File: src/rtl/pc_sequencer.sv
// Multicycle fetch/decode/execute control FSM that decides when the 6-bit PC advances.
// Control outputs are decoded from the current state, the latched instruction and the memory acks.
module pc_sequencer #(
    parameter int TIMEOUT = 15,
    parameter int IW      = 16
) (
    input  logic          clk,
    input  logic          resetN,
    input  logic          start,
    output logic          imemReq,
    input  logic          imemAck,
    input  logic [IW-1:0] imemData,
    output logic          dmemReq,
    output logic          dmemWe,
    input  logic          dmemAck,
    output logic [IW-1:0] ir,
    output logic          pcHalt,
    output logic          branch,
    output logic          jump,
    output logic [5:0]    immBranch,
    output logic [5:0]    jumpAddr,
    output logic [2:0]    aluOp,
    output logic          regWrite,
    output logic          running,
    output logic          halted,
    output logic          error
);
    localparam logic [2:0] S_IDLE   = 3'd0;
    localparam logic [2:0] S_FETCH  = 3'd1;
    localparam logic [2:0] S_DECODE = 3'd2;
    localparam logic [2:0] S_EXEC   = 3'd3;
    localparam logic [2:0] S_MEM    = 3'd4;
    localparam logic [2:0] S_WB     = 3'd5;
    localparam logic [2:0] S_HALTED = 3'd6;
    localparam logic [2:0] S_ERROR  = 3'd7;

    localparam logic [3:0] OP_NOP  = 4'h0;
    localparam logic [3:0] OP_LW   = 4'h6;
    localparam logic [3:0] OP_SW   = 4'h7;
    localparam logic [3:0] OP_BEQ  = 4'h8;
    localparam logic [3:0] OP_J    = 4'h9;
    localparam logic [3:0] OP_HALT = 4'hF;

    localparam logic [7:0] TIMEOUT_CNT = 8'(TIMEOUT);

    logic [2:0]    r_state;
    logic [2:0]    w_state_next;
    logic [IW-1:0] r_ir;
    logic [7:0]    r_cnt;
    logic [7:0]    w_cnt_next;
    logic [3:0]    w_op;
    logic          w_illegal;
    logic          w_expired;
    logic          w_wait_ack;
    logic          w_commit;

    assign w_op       = r_ir[15:12];
    assign w_illegal  = (w_op >= 4'hA) && (w_op <= 4'hE);
    assign w_expired  = (r_cnt >= TIMEOUT_CNT);
    // An ack in the cycle the counter reaches TIMEOUT still wins over the timeout.
    assign w_wait_ack = ((r_state == S_FETCH) && imemAck) || ((r_state == S_MEM) && dmemAck);

    always_comb begin
        w_state_next = r_state;
        w_cnt_next   = 8'd0;
        case (r_state)
            S_IDLE: begin
                if (start) begin
                    w_state_next = S_FETCH;
                end
            end
            S_FETCH, S_MEM: begin
                if (w_wait_ack) begin
                    if (r_state == S_FETCH) begin
                        w_state_next = S_DECODE;
                    end else if (w_op == OP_SW) begin
                        w_state_next = S_FETCH;
                    end else begin
                        w_state_next = S_WB;
                    end
                end else if (w_expired) begin
                    w_state_next = S_ERROR;
                end else begin
                    w_cnt_next = (r_cnt == 8'hFF) ? r_cnt : r_cnt + 8'd1;
                end
            end
            S_DECODE: begin
                if (w_illegal) begin
                    w_state_next = S_ERROR;
                end else if (w_op == OP_HALT) begin
                    w_state_next = S_HALTED;
                end else begin
                    w_state_next = S_EXEC;
                end
            end
            S_EXEC: begin
                if ((w_op == OP_BEQ) || (w_op == OP_J)) begin
                    w_state_next = S_FETCH;
                end else if ((w_op == OP_LW) || (w_op == OP_SW)) begin
                    w_state_next = S_MEM;
                end else begin
                    w_state_next = S_WB;
                end
            end
            S_WB: begin
                w_state_next = S_FETCH;
            end
            default: begin
                w_state_next = r_state;
            end
        endcase
    end

    // Exactly one of these terms is true once per executed instruction.
    assign w_commit = ((r_state == S_EXEC) && ((w_op == OP_BEQ) || (w_op == OP_J)))
                    || ((r_state == S_MEM) && (w_op == OP_SW) && dmemAck)
                    || (r_state == S_WB);

    assign imemReq   = (r_state == S_FETCH);
    assign dmemReq   = (r_state == S_MEM);
    assign dmemWe    = (r_state == S_MEM) && (w_op == OP_SW);
    assign ir        = r_ir;
    assign pcHalt    = ~w_commit;
    assign branch    = (r_state == S_EXEC) && (w_op == OP_BEQ);
    assign jump      = (r_state == S_EXEC) && (w_op == OP_J);
    assign immBranch = r_ir[5:0];
    assign jumpAddr  = r_ir[5:0];
    assign aluOp     = (r_state == S_EXEC) ? r_ir[14:12] : 3'd0;
    assign regWrite  = (r_state == S_WB) && (w_op != OP_NOP);
    assign running   = (r_state != S_IDLE) && (r_state != S_HALTED) && (r_state != S_ERROR);
    assign halted    = (r_state == S_HALTED);
    assign error     = (r_state == S_ERROR);

    always_ff @(posedge clk or negedge resetN) begin
        if (!resetN) begin
            r_state <= S_IDLE;
            r_ir    <= '0;
            r_cnt   <= 8'd0;
        end else begin
            r_state <= w_state_next;
            r_cnt   <= w_cnt_next;
            if ((r_state == S_FETCH) && imemAck) begin
                r_ir <= imemData;
            end
        end
    end
endmodule

File: config.mk
export PLATFORM = sky130hd
export DESIGN_NAME = pc_sequencer
export DESIGN_NICKNAME = d
export VERILOG_FILES = /design/src/rtl/pc_sequencer.sv
export SDC_FILE = /design/constraint.sdc
export NUM_CORES = 1
export LEC_CHECK = 0
export CAP_MARGIN = 20
export CORE_MARGIN = 4
export CORE_UTILIZATION = 38
export CTS_CLUSTER_DIAMETER = 50
export DETAILED_ROUTE_END_ITERATION = 12
export HOLD_SLACK_MARGIN = 0.08
export PLACE_DENSITY_LB_ADDON = 0.3
export SETUP_SLACK_MARGIN = 0.4
export SLEW_MARGIN = 20
export SYNTH_ARGS = -nofsm -noshare
export SYNTH_HDL_FRONTEND = slang
export SYNTH_SLANG_ARGS = --single-unit
File: constraint.sdc
create_clock -name clk -period 1.7 [get_ports clk]
set_clock_uncertainty 0.15 [all_clocks]
set_input_delay 0.17 -clock clk [delete_from_list [all_inputs] [get_ports clk]]
set_output_delay 0.17 -clock clk [all_outputs]
set_load 0.02 [all_outputs]
==> flow_summary_export.csv <==
group,metric,value,unit
clock_tree,cts_buffers,3,
cells_and_area,num-fill-cells,252,
worst_setup_path,endpoint_kind,"output port",
logic_synthesis,netlist_instances,123,
power,internal-power,0.0008583,W
logic_synthesis,syn_avg_cell_area,11.63,um^2
worst_setup_path,critPathMaxStageDelay,420,ps
power,power,0.001082,W
cells_and_area,layout.nets,245,
global_route,antenna_found_initial,0,
cells_and_area,instances_no_fill,270,
worst_setup_path,reg2reg_depth,6,
logic_synthesis,synth_ff_type,"dfrtp_1",
worst_setup_path,start_kind,"flip-flop",
routing,route.detailed.drc,0,
worst_setup_path,critPathBufInv,1,
floorplan,core_area,3661,um^2
worst_setup_path,crit_arrival,1490,ps
cells_and_area,num_antenna_cells,0,
sta,fmax,0.5537,GHz
placed_design,io_buffers,61,
logic_synthesis,synth-edff-count,0,
flow_run,max_cap_viol_count,0,
worst_setup_path,crit_start,"ir[15]",
routing,first_pass_iters,4,
routing,via_per_inst,5.052,
clock_tree,ctsLongestPathBuffers,2,
power,power_frac_seq,0.601,
clock_tree,cts_tree,"yes",
logic_synthesis,ys_types,37,
sta,layout_setup_ws,-105.9,ps
power,switching_share,0.2070,
global_route,grt_start_max_net_pins,28,
worst_setup_path,regToRegSetupSlack,20,ps
worst_setup_path,worstSetupPathType,"reg2out",
cells_and_area,multiInputGateArea,834.6,um^2
power,p_sw,0.0002240,W
worst_setup_path,crit_required,1380,ps
clock_tree,htree_levels,1,
hold_path,hold_path_class,"in2async",
placed_design,placed_cells,239,
cells_and_area,final_area,2686,um^2
logic_synthesis,synth_top_area_cell,"dfrtp_1",
routing,ant_nets,0,
logic_synthesis,yosysSeqAreaShare,0.4724,
floorplan,die_area,4809,um^2
routing,drt_iter0_markers,50,
cells_and_area,drive_above_1_share,0.6486,
global_route,grt_pass1_vias,1446,
clock_tree,hold_buffers,0,
power,vdd_drop_max,330.1,uV
logic_synthesis,synthTopCellsByArea,"dfrtp_1, mux2_4, buf_4, mux2_2, and3_1",
floorplan,fp.dieW,69.35,um
logic_synthesis,netlist_area,1430,um^2
routing,wl,4.761,mm
run_status,violations,"setup timing",
worst_setup_path,crit_cells,4,
worst_setup_path,r2r-start,"r_state[2]",
sta,hold_viol,0,
sta,rsz0062_at_grt,"true",
power,p_per_area,402.9,nW/um^2
run_status,outcome,"complete, but fails checks",
cells_and_area,synthToLayoutAreaGrowth,87.84,%
worst_setup_path,path_max_fanout,4,
worst_setup_path,crit_end,"pcHalt",
sta,maxSlewViolCount,0,
sta,setup_viol,3,
logic_synthesis,async_flop_share,1.000,
routing,routedWlPerCell,17.63,um
worst_setup_path,cp_cell_sequence,"and4b_1 -> a21oi_1 -> o31a_1 -> buf_6",
clock_tree,clkSinkCount,27,
clock_tree,worstSkewPairLatency,270,ps
power,comb_power_share,0.067,
sta,fin_crit_sh,1.062,
floorplan,io_pins,62,
floorplan,rows,22,
logic_synthesis,yosysWarnings,0,
sta,finalCriticalPeriod,1806,ps
power,clkPwrFrac,0.332,
power,cellLeakagePower,1.336,nW
placed_design,dp_hpwl,2.835,mm
global_route,grt_use_total,0.1772,
placed_design,placed_cell_area,2233,um^2
logic_synthesis,yosys_register_bits,27,
logic_synthesis,synth_top_area_frac,0.4724,
routing,via_count,1364,
worst_setup_path,slowest_stage,"dfrtp_1",
worst_setup_path,crit_family,"flip-flops",
clock_tree,cts_root_buffer,"clkbuf_8",
global_route,gr-total-overflow,0,
worst_setup_path,reg2reg_to,"r_state[0]",
cells_and_area,seq_area,681.9,um^2
global_route,grt_pass1_wl,6.900,mm
placed_design,gp_congestion,0.8022,
clock_tree,cts.clk_slew.worst_paths,90,ps
floorplan,die_h,69.35,um
floorplan,start_util,0.3906,
[timing repair]
| item | in CTS | in global routing |
|---|---|---|
| buffers inserted | 17 | 9 |
| pin swaps | 15 | 10 |
| gates cloned | 1 | 0 |
| setup endpoints to repair | 64 | 63 |
| gates resized for setup | 206 | 33 |
[layout make-up]
cell class              count  share of cell area
multi-input cells          79              0.3107
clock buffers               3             0.01537
flip-flops and latches     27              0.2538
well taps                  48             0.02236
clock inverters             1            0.002795
inverters                   2            0.005589
repair buffers            110              0.3894
[worst min-delay path by stage]
stage             start         end  slack [ps]
6_report         resetN  r_state[1]         110
4_1_cts          resetN    r_cnt[0]         130
5_1_grt          resetN    r_cnt[0]         150
2_1_floorplan    resetN       ir[0]        -280
3_3_place_gp   r_cnt[0]    r_cnt[0]         300
3_5_place_dp   r_cnt[0]    r_cnt[0]         310
[registers in the layout, summed over array words and instances, names as in the netlist]
| name | flops |
|---|---|
| ir | 16 |
| r_cnt | 8 |
| r_state | 3 |
[Yosys cell counts (2+ instances only)]
cell      instances
a21oi_1           6
and2_1            2
and3_1            6
buf_2             2
buf_4            12
clkbuf_1          2
dfrtp_1          27
inv_1             2
mux2_2            6
mux2_4           10
nand2_1           4
nand2b_1          3
nand3_1           3
nor2_1            6
nor3_1            5
nor3b_1           3
nor4_1            2
nor4b_2           2
o32ai_1           2
[placed cells by master, fill, tap and decap left out, types with 3 or more instances in the layout]
| cell | synthesis | routed |
|---|---|---|
| buf_2 | 2 | 12 |
| clkdlybuf4s50_1 | 0 | 20 |
| nor3_4 | 0 | 3 |
| clkbuf_2 | 0 | 4 |
| clkdlybuf4s15_2 | 0 | 7 |
| mux2_4 | 10 | 16 |
| dfrtp_1 | 27 | 22 |
| nand2b_1 | 3 | 3 |
| a21oi_1 | 6 | 5 |
| dfrtp_2 | 0 | 5 |
| nand2_1 | 4 | 4 |
| nor2_4 | 1 | 3 |
| buf_4 | 12 | 29 |
| buf_6 | 1 | 33 |
| clkbuf_8 | 0 | 3 |
| conb_1 | 1 | 4 |
| and3_4 | 0 | 4 |
[through the flow]
step	TNS [ps]	hold slack [ps]	worst slack [ps]	utilization
2_1_floorplan	0	-275.6	2.726	-
4_1_cts	-70.14	127.3	-35.87	0.7225
6_report	-214.2	114.6	-105.9	0.7338
5_1_grt	-713.9	146.6	-157.9	0.7338
3_3_place_gp	-1484	296.0	-181.8	0.6100
3_5_place_dp	-2131	314.4	-186.9	0.6100
[layer usage]
layer | routed length [um] | vias up | GRT usage
met5 | 0 | - | 0
met2 | 2714 | 48 | 0.3358
li1 | - | 620 | -
met3 | 176 | 10 | 0.03478
met4 | 114 | 0 | 0.07592
met1 | 1755 | 686 | 0.1874
[cells by family after synthesis]
logic type	synth area share
compound gates	0.07612
xor+xnor	0.006125
fa+ha+maj	0.008748
buf+inv	0.1024
flops	0.4724
mux	0.1522
other cells	0.002622
simple gates	0.1793
[power groups by stage]
stage | registers (W) | logic (W) | clock network (W)
final | 0.000650 | 0.0000724 | 0.000360
after global routing | 0.000651 | 0.0000783 | 0.000401
after CTS | 0.000649 | 0.0000713 | 0.000371
after detailed placement | 0.000662 | 0.0000693 | 0
after global placement | 0.000661 | 0.0000669 | 0
after floorplan | 0.000661 | 0.00000468 | 0
(Power assumes the default switching activity.)
